==> src/rtl/atm_pkg.sv <==
// Shared types and defaults for the ATM cash dispenser.
package atm_pkg;

    typedef logic [1:0] slot_t;

    localparam logic [1:0] ERR_NONE    = 2'd0;
    localparam logic [1:0] ERR_AMOUNT  = 2'd1;
    localparam logic [1:0] ERR_COMPOSE = 2'd2;
    localparam logic [1:0] ERR_JAM     = 2'd3;

    typedef enum logic [2:0] {
        ST_IDLE,
        ST_CHECK,
        ST_PLAN,
        ST_DISPENSE,
        ST_WAIT_ACK,
        ST_DONE,
        ST_FAIL
    } disp_state_t;

    localparam int unsigned DENOM0_DEF     = 200;
    localparam int unsigned DENOM1_DEF     = 100;
    localparam int unsigned DENOM2_DEF     = 50;
    localparam int unsigned DENOM3_DEF     = 10;
    localparam int unsigned INIT_NOTES_DEF = 10;

endpackage

==> src/rtl/atm_note_inventory.sv <==
// Per-slot note inventory: saturating refill-add, single-note decrement.
module atm_note_inventory
    import atm_pkg::*;
#(
    parameter logic [15:0] INIT_NOTES = 16'd10
) (
    input  logic             clk,
    input  logic             reset,
    input  logic             refill_en,
    input  slot_t            refill_slot,
    input  logic [15:0]      refill_count,
    input  logic             dec_en,
    input  slot_t            dec_slot,
    output logic [3:0][15:0] inv
);

    logic [3:0][15:0] inv_q;
    logic [3:0][15:0] inv_d;
    logic [16:0]      sum;

    // Next inventory: refill only happens in idle and decrement only while
    // dispensing, so the two never collide on the same cycle.
    always_comb begin
        inv_d = inv_q;
        sum   = {1'b0, inv_q[refill_slot]} + {1'b0, refill_count};
        if (refill_en) begin
            inv_d[refill_slot] = sum[16] ? 16'hFFFF : sum[15:0];
        end
        if (dec_en && (inv_q[dec_slot] != 16'd0)) begin
            inv_d[dec_slot] = inv_q[dec_slot] - 16'd1;
        end
    end

    // Inventory registers, reloaded to the initial stock on reset.
    always_ff @(posedge clk or posedge reset) begin
        if (reset) begin
            inv_q <= {4{INIT_NOTES}};
        end else begin
            inv_q <= inv_d;
        end
    end

    assign inv = inv_q;

endmodule

==> src/rtl/atm_cash_dispenser.sv <==
// Cash dispenser: greedy inventory-limited note plan, then one-note-at-a-time
// feeder handshake.
//
// state       | meaning
// ------------+---------------------------------------------------------
// ST_IDLE     | waiting for start; refills accepted here only
// ST_CHECK    | range-check captured amount, seed plan
// ST_PLAN     | one greedy step per cycle over slots 0..3
// ST_DISPENSE | pick next slot with notes left in plan, raise note_req
// ST_WAIT_ACK | hold note_req until ack or jam timeout
// ST_DONE     | one-cycle done pulse
// ST_FAIL     | one-cycle fail pulse, err_code holds the reason
module atm_cash_dispenser
    import atm_pkg::*;
#(
    parameter int unsigned DENOM0      = DENOM0_DEF,
    parameter int unsigned DENOM1      = DENOM1_DEF,
    parameter int unsigned DENOM2      = DENOM2_DEF,
    parameter int unsigned DENOM3      = DENOM3_DEF,
    parameter int unsigned INIT_NOTES  = INIT_NOTES_DEF,
    parameter logic [31:0] MAX_AMOUNT  = 32'h000186A0,
    parameter int unsigned ACK_TIMEOUT = 1000
) (
    input  logic        clk,
    input  logic        reset,
    input  logic        start,
    input  logic [31:0] amount,
    output logic        busy,
    output logic        note_req,
    output logic [1:0]  note_denom,
    input  logic        note_ack,
    output logic        done,
    output logic        fail,
    output logic [1:0]  err_code,
    output logic [31:0] dispensed_total,
    input  logic        refill_valid,
    input  logic [1:0]  refill_slot,
    input  logic [15:0] refill_count,
    output logic [15:0] inv0,
    output logic [15:0] inv1,
    output logic [15:0] inv2,
    output logic [15:0] inv3
);

    localparam int TMR_W = $clog2(ACK_TIMEOUT + 1);
    localparam logic [TMR_W-1:0] TMR_LOAD = TMR_W'(ACK_TIMEOUT);

    function automatic logic [31:0] denom_of(input slot_t s);
        case (s)
            2'd0:    return 32'(DENOM0);
            2'd1:    return 32'(DENOM1);
            2'd2:    return 32'(DENOM2);
            default: return 32'(DENOM3);
        endcase
    endfunction

    disp_state_t      state_q, state_d;
    logic [31:0]      amount_q, amount_d;
    logic [31:0]      rem_q, rem_d;
    slot_t            d_q, d_d;
    logic [3:0][15:0] plan_q, plan_d;
    logic [TMR_W-1:0] tmr_q, tmr_d;
    logic             busy_q, busy_d;
    logic             note_req_q, note_req_d;
    logic [31:0]      total_q, total_d;
    logic [1:0]       err_q, err_d;

    logic             refill_en;
    logic             dec_en;
    logic [31:0]      cur_denom;
    logic [3:0][15:0] inv_w;

    atm_note_inventory #(
        .INIT_NOTES (16'(INIT_NOTES))
    ) u_inv (
        .clk          (clk),
        .reset        (reset),
        .refill_en    (refill_en),
        .refill_slot  (refill_slot),
        .refill_count (refill_count),
        .dec_en       (dec_en),
        .dec_slot     (d_q),
        .inv          (inv_w)
    );

    assign cur_denom = denom_of(d_q);

    // Next-state, plan and handshake logic.
    always_comb begin
        state_d    = state_q;
        amount_d   = amount_q;
        rem_d      = rem_q;
        d_d        = d_q;
        plan_d     = plan_q;
        tmr_d      = tmr_q;
        busy_d     = busy_q;
        note_req_d = note_req_q;
        total_d    = total_q;
        err_d      = err_q;
        refill_en  = 1'b0;
        dec_en     = 1'b0;
        unique case (state_q)
            ST_IDLE: begin
                if (start) begin
                    amount_d = amount;
                    total_d  = '0;
                    err_d    = ERR_NONE;
                    busy_d   = 1'b1;
                    state_d  = ST_CHECK;
                end else begin
                    refill_en = refill_valid;
                end
            end
            ST_CHECK: begin
                if ((amount_q == 32'd0) || (amount_q > MAX_AMOUNT)) begin
                    err_d   = ERR_AMOUNT;
                    busy_d  = 1'b0;
                    state_d = ST_FAIL;
                end else begin
                    rem_d   = amount_q;
                    d_d     = 2'd0;
                    plan_d  = '0;
                    state_d = ST_PLAN;
                end
            end
            ST_PLAN: begin
                if ((rem_q >= cur_denom) && (plan_q[d_q] < inv_w[d_q])) begin
                    rem_d       = rem_q - cur_denom;
                    plan_d[d_q] = plan_q[d_q] + 16'd1;
                end else if (d_q == 2'd3) begin
                    d_d = 2'd0;
                    if (rem_q == 32'd0) begin
                        state_d = ST_DISPENSE;
                    end else begin
                        err_d   = ERR_COMPOSE;
                        busy_d  = 1'b0;
                        state_d = ST_FAIL;
                    end
                end else begin
                    d_d = d_q + 2'd1;
                end
            end
            ST_DISPENSE: begin
                if (plan_q[d_q] == 16'd0) begin
                    if (d_q == 2'd3) begin
                        d_d     = 2'd0;
                        busy_d  = 1'b0;
                        state_d = ST_DONE;
                    end else begin
                        d_d = d_q + 2'd1;
                    end
                end else begin
                    note_req_d = 1'b1;
                    tmr_d      = TMR_LOAD;
                    state_d    = ST_WAIT_ACK;
                end
            end
            ST_WAIT_ACK: begin
                if (note_ack) begin
                    note_req_d  = 1'b0;
                    dec_en      = 1'b1;
                    plan_d[d_q] = plan_q[d_q] - 16'd1;
                    total_d     = total_q + cur_denom;
                    state_d     = ST_DISPENSE;
                end else if (tmr_q == '0) begin
                    note_req_d = 1'b0;
                    err_d      = ERR_JAM;
                    busy_d     = 1'b0;
                    state_d    = ST_FAIL;
                end else begin
                    tmr_d = tmr_q - 1'b1;
                end
            end
            ST_DONE: state_d = ST_IDLE;
            ST_FAIL: state_d = ST_IDLE;
            default: state_d = ST_IDLE;
        endcase
    end

    // Controller registers.
    always_ff @(posedge clk or posedge reset) begin
        if (reset) begin
            state_q    <= ST_IDLE;
            amount_q   <= '0;
            rem_q      <= '0;
            d_q        <= 2'd0;
            plan_q     <= '0;
            tmr_q      <= '0;
            busy_q     <= 1'b0;
            note_req_q <= 1'b0;
            total_q    <= '0;
            err_q      <= ERR_NONE;
        end else begin
            state_q    <= state_d;
            amount_q   <= amount_d;
            rem_q      <= rem_d;
            d_q        <= d_d;
            plan_q     <= plan_d;
            tmr_q      <= tmr_d;
            busy_q     <= busy_d;
            note_req_q <= note_req_d;
            total_q    <= total_d;
            err_q      <= err_d;
        end
    end

    assign busy            = busy_q;
    assign note_req        = note_req_q;
    assign note_denom      = d_q;
    assign done            = (state_q == ST_DONE);
    assign fail            = (state_q == ST_FAIL);
    assign err_code        = err_q;
    assign dispensed_total = total_q;
    assign inv0            = inv_w[0];
    assign inv1            = inv_w[1];
    assign inv2            = inv_w[2];
    assign inv3            = inv_w[3];

endmodule

==> config.mk <==
export PLATFORM = sky130hd
export DESIGN_NAME = atm_cash_dispenser
export DESIGN_NICKNAME = d
export VERILOG_FILES = /design/src/rtl/atm_pkg.sv /design/src/rtl/atm_note_inventory.sv /design/src/rtl/atm_cash_dispenser.sv
export SDC_FILE = /design/constraint.sdc
export NUM_CORES = 1
export LEC_CHECK = 0
export ABC_AREA = 1
export CAP_MARGIN = 25
export CORE_MARGIN = 4
export CORE_UTILIZATION = 65
export CTS_CLUSTER_DIAMETER = 80
export DETAILED_ROUTE_END_ITERATION = 7
export DONT_BUFFER_PORTS = 1
export GPL_TIMING_DRIVEN = 0
export PLACE_DENSITY = 0.81
export SLEW_MARGIN = 20
export SYNTH_ARGS = -nofsm -noshare
export SYNTH_HDL_FRONTEND = slang
export SYNTH_HIERARCHICAL = 1
export SYNTH_SLANG_ARGS = --single-unit
==> constraint.sdc <==
create_clock -name clk -period 7.17 [get_ports clk]
set_clock_uncertainty 0.1 [all_clocks]
set_input_delay 1.7925 -clock clk [delete_from_list [all_inputs] [get_ports clk]]
set_output_delay 1.7925 -clock clk [all_outputs]
set_load 0.02 [all_outputs]
; ---- Word level (Yosys, flattened, before mapping)
; Cells that the tools add are included.
[classes]
n_div = 0
shifts = 0
n_bitwise = 0
eq_ne = 25
n_mux = 72
n_addsub = 8
n_reduce_logical = 29
order_cmp = 7
multipliers = 0
[ops]
columns = op, n
row1 = $mux 64, 5
row2 = $bwmux 64, 4
row3 = $pmux 64 s3, 1
row4 = $mux 32, 4
row5 = $pmux 32 s2, 2
row6 = $bmux 16 s2, 3
row7 = $mux 16, 6
row8 = $demux 16 s2, 2
row9 = $logic_not 32->1, 2
row10 = $add 32x32->32, 1
row11 = $ge 32x32->1, 1
row12 = $gt 32x17->1 const B, 1
row13 = $sub 16x1->16 const B, 2
row14 = $sub 32x32->32, 1
row15 = $mux 10, 3
row16 = $ne 2x2->1 const B, 14
row17 = $mux 3, 9
row18 = $pmux 8 s3, 1
row19 = $mux 2, 11
row20 = $pmux 10 s2, 1
row21 = $add 16x16->17, 1
row22 = $add 16x1->16 const B, 1
row23 = $logic_not 16->1, 1
row24 = $lt 16x16->1, 1
row25 = 32 further kinds, 63
[totals]
n_memories = 0
inputBits = 55
mem_bits_ro = 0
ram_bits = 0
regBits = 243
output_inout_bits = 104
word_cells = 158
latch_bits = 0

; ---- Depth between registers and ports, before layout
[depth]
depth_word = 8
mapped_depth = 23
ltp_nobuf = 19

; ---- Hierarchy
; Netlist, hierarchy kept.
[by_module_without_submodules]
columns = mod, n_inst, seq_area_each_um2, area_per_inst_um2, cells_each
row1 = atm_cash_dispenser, 1, 4454.3, 14003.4, 2141
row2 = atm_note_inventory, 1, 1611.5, 5896.9, 996

; ---- Worst setup path after synthesis
; No wires, ideal clock.
[synth_path]
path_type = input port to flip-flop
from = in refill_slot[1]
to = reg u_inv.inv_q, in the netlist u_inv/inv[49]
setup_ns = 0.078
path_slack_ns = 2.846
t_required_ns = 6.992
path_buffers = 2
path_stages = 18
arrival_time_ns = 4.146
path_cell_list = nand2_1 -> inv_1 -> clkbuf_1 -> nand2_1 -> o211ai_1 -> ha_1 -> fa_1 -> nand3_1 -> nand2_1 -> nand2_1 -> nand2_1 -> a21oi_1 -> clkbuf_1 -> nand2_1 -> o21ai_0 -> nand2_1 -> o21ai_0 -> inv_1
[synth_lines]
columns = item, line_no
row1 = from (decl), atm_cash_dispenser.sv:37  ; input logic [1:0] refill_slot,
row2 = to (signal assigned), atm_note_inventory.sv:37  ; inv_q <= {4{INIT_NOTES}};
row3 = to (signal assigned), atm_note_inventory.sv:39  ; inv_q <= inv_d;
row4 = to (decl), atm_note_inventory.sv:17  ; logic [3:0][15:0] inv_q;

; ---- Worst setup path after layout
[layout_path]
from = reg d_q[0], in the netlist note_denom[0]
to = reg plan_q[9] (netlist name)
[layout_via]
elab_chain_len = 7
elab_cells_between_ends = 25
cone_classes = add/sub: 2 / order compare: 4 / eq/ne: 3 / mux: 12 / reduce/logical: 4
[layout_lines]
columns = item, line_no
row1 = from (decl), atm_cash_dispenser.sv:60  ; slot_t d_q, d_d;
row2 = from (signal assigned), atm_cash_dispenser.sv:186  ; d_q <= 2'd0;
row3 = from (signal assigned), atm_cash_dispenser.sv:197  ; d_q <= d_d;
row4 = branches (longest 7 deep; another with $ge 32x32->1), -
row5 = to (signal assigned), atm_cash_dispenser.sv:198  ; plan_q <= plan_d;
row6 = to (decl), atm_cash_dispenser.sv:61  ; logic [3:0][15:0] plan_q, plan_d;
; Parallel ways; which one is timed is not known. The select of a mux whose other input is x is not followed.
; A chain may end at the register's enable or synchronous reset.

==> flow_summary.yaml <==
detailed_routing:
  ant_nets: 0
  firstDrtPassIters: 8
  wl_per_cell_um: 20.5
  vias: 22500
  via_per_inst: 6.29
  routed_wl_um: 73300
  dr.first_iter.drc_count: 3597
  drc: 0
finish:
  fill_cells: 2508
  antenna_cells: 0
  syn2layout_area_growth_pct: 7.34
  num-nets-final: 3282
  final_layout_size_suffix_gt1_frac: 0.0894
logic_synthesis:
  synthArstFlopShare: 1.00
  syn_area_mm2: 0.0199
  seq_area_frac_synth: 0.305
  muxShareOfSynthArea: 0.00258
  yosysWarnings: 6
  synth-compound-area-share: 0.0908
  yosysTopAreaCell: "dfrtp_1"
  synth_xor_area_frac: 0.0192
  ys_types: 61
  syn_inst: 3137
  syn-num-nets: 3251
  synth_fa_ha_area_frac: 0.0382
  synth_top_area_share: 0.294
  synth-edff-count: 0
  synthTopCellsByArea: "dfrtp_1, nand2_1, nand3_1"
  synth-main-ff-cell: "dfrtp_1"
  ys_ff_latch: 242
  synth_simple_gate_area_frac: 0.447
  avgSynthCellArea_um2: 6.34
  synth_top_family_by_area: "simple AND/OR/NAND/NOR gates"
grt:
  grt_pass1_wl_um: 115000
  grt_pass1_vias: 21400
  overflow: 0
  grt_use_total: 0.426
  grt_max_degree: 98
  antenna_found_initial: 2
die:
  pin_count: 159
  start_util: 0.664
  die_w_um: 183
  rows: 63
  fp.dieArea_mm2: 0.0335
  die_h_um: 183
  core-area_mm2: 0.0300
timing:
  fin_ws_ns: 0.312
  fin_setup_tns_ns: 0
  setup_viol: 0
  layout_min_cycle_time_ns: 6.86
  drv_slew: 0
  maxSlewHeadroom: 0.305
  worst_pin_slew_ns: 1.04
  min_period_over_period: 0.956
  hold_viol: 0
  grt_setup_unrepaired: "false"
  fmax_mhz: 146
clock_tree:
  tritoncts.num_buffers: 27
  cts_tree: "yes"
  clk_latency_ns: 0.59
  clock_sinks: 242
  post_cts_buffers: 0
  cts_buffer_depth: 3
  cts_resized: 0
  htreeDepth: 1
  path_clk_slew_ns: 0.07
  cts_hold_repair.buffers: 0
  clock-root-buffer: "clkbuf_16"
setup_path:
  crit_required_ns: 7.60
  critPathCaptureType: "register"
  worstSetupPathType: "register to register"
  r2r_cells: 22
  setup.worst_path.end: "plan_q[9]"
  r2r_start: "note_denom[0]"
  cp_max_fo: 12
  rr_endpoint: "plan_q[9]"
  cp-startpoint: "note_denom[0]"
  ff2ff_setup_slack_ns: 0.31
  worst_ep_arrival_time_ns: 7.29
  cp-start-kind: "register"
power:
  p_per_area_mw_per_mm2: 524
  peakVddDrop_uv: 368
  p_leak_nw: 11.4
placed_design:
  pre_cts_ws_ns: 0.396
  dp_hpwl_um: 54800
  gp_congestion: 1.03
  io_buffers: 0
outcome:
  status: "completed"
hold_path:
  hold_class: "register to register"
run:
  maxCapViolCount: 0
## cells in the final DEF, fill, tap and decap left out, types with 10 or more instances in the layout
cell,instances
a21oi_1,65
a22oi_1,22
a32o_1,16
buf_1,10
buf_2,31
buf_4,13
buf_6,23
clkbuf_1,65
clkbuf_16,27
dfrtp_1,234
ha_1,56
inv_1,284
inv_2,17
nand2_1,1211
nand2_2,26
nand3_1,415
nand4_1,37
nor2_1,208
nor2_2,18
nor2_4,14
nor3_1,23
o21ai_0,125
o21ai_1,22
o31ai_1,13
or2_2,49
xnor2_1,11
xor2_1,27
## power breakdown
part / internal (mW) / total [mW] / switching [mW]
combinational: 2.05 / 6.89 / 4.83
clock: 0.823 / 1.45 / 0.631
sequential: 1.87 / 2.85 / 0.980
total: 4.75 / 11.2 / 6.45
## synth_stat cells, drive strengths merged, types with 6 or more instances
cell type and count:
nand2 1243, nand3 428, inv 303, nor2 241, dfrtp 234, o21ai 152, buf 77, a21oi 66
clkbuf 61, ha 56, or2 49, nand4 38, xor2 30, nor3 26, a22oi 22, a32o 16
o31ai 13, xnor2 11, nor4 9, dfstp 8, a211oi 6, o211ai 6
## cells by family (layout without fill, tap and decap cells)
family	Yosys count	in the layout
buffers and inverters	444	496
adder cells (fa/ha/maj)	59	59
AND/OR/NAND/NOR	2043	2043
multiplexers	5	5
other	1	1
XOR/XNOR	41	41
AO/OA/AOI/OAI	302	302
flip-flops	242	242
## cell type report
type                    count  area [µm²]  share of cell area
multi-input cells        2451       11900               0.557
flip-flops and latches    242        6070               0.284
inverters                 306        1160              0.0542
plain buffers             138         779              0.0365
clock buffers              37         763              0.0357
well taps                 390         488              0.0228
clock inverters            13         144             0.00674
repair buffers              2        55.1             0.00258
## state kept, by name (all words and copies together), names as in the netlist
register / cells
tmr_q: 10
note_denom: 2
amount_q: 32
dispensed_total: 31
plan_q: 64
state_q: 3
rem_q: 32
note_req: 1
u_inv/inv: 64
err_code: 2
busy: 1
## worst min-delay path by stage
stage          endpoint  startpoint  depth (start not counted)  slack [ns]
2_1_floorplan  rem_q[1]    rem_q[1]                          2        0.34
3_3_place_gp   rem_q[1]    rem_q[1]                          2        0.36
3_5_place_dp   rem_q[1]    rem_q[1]                          2        0.37
4_1_cts        rem_q[1]    rem_q[1]                          2        0.39
5_1_grt        rem_q[1]    rem_q[1]                          2        0.41
6_report       rem_q[1]    rem_q[1]                          2        0.38
## through the flow
stage	instances	hold slack (ns)	power (mW)	area [µm²]	utilization
final	3579	0.380	11.2	21400	0.713
after global placement	3527	0.358	9.17	20400	0.681
after detailed placement	3529	0.370	9.39	20500	0.683
after floorplan	3137	0.342	7.34	19900	-
after global routing	3579	0.411	11.9	21400	0.713
after CTS	3579	0.386	10.9	21400	0.713
## critical path, stage by stage, from the launching register on
cell and delay, ns:
dfrtp_1 0.63, inv_2 0.17, buf_6 0.19, buf_6 0.20, clkbuf_1 0.63, ha_1 0.47
clkbuf_1 0.40, clkbuf_1 0.54, clkbuf_1 0.67, nor2_1 0.29, ha_1 0.41, nand2_1 0.17
inv_1 0.10, a21boi_2 0.24, nand4_2 0.28, nor3_2 0.26, nor2_4 0.10, nand2_1 0.13
nand2_2 0.09, nand2_4 0.16, buf_2 0.34, nand2_1 0.11, nand2_1 0.08
## metal layers
layer / GRT usage / part of all wire
met1: 0.546 / 0.37
met5: 0 / 0.00037
met2: 0.661 / 0.43
met3: 0.123 / 0.13
met4: 0.216 / 0.061
Power figures use the tool's default switching activity.
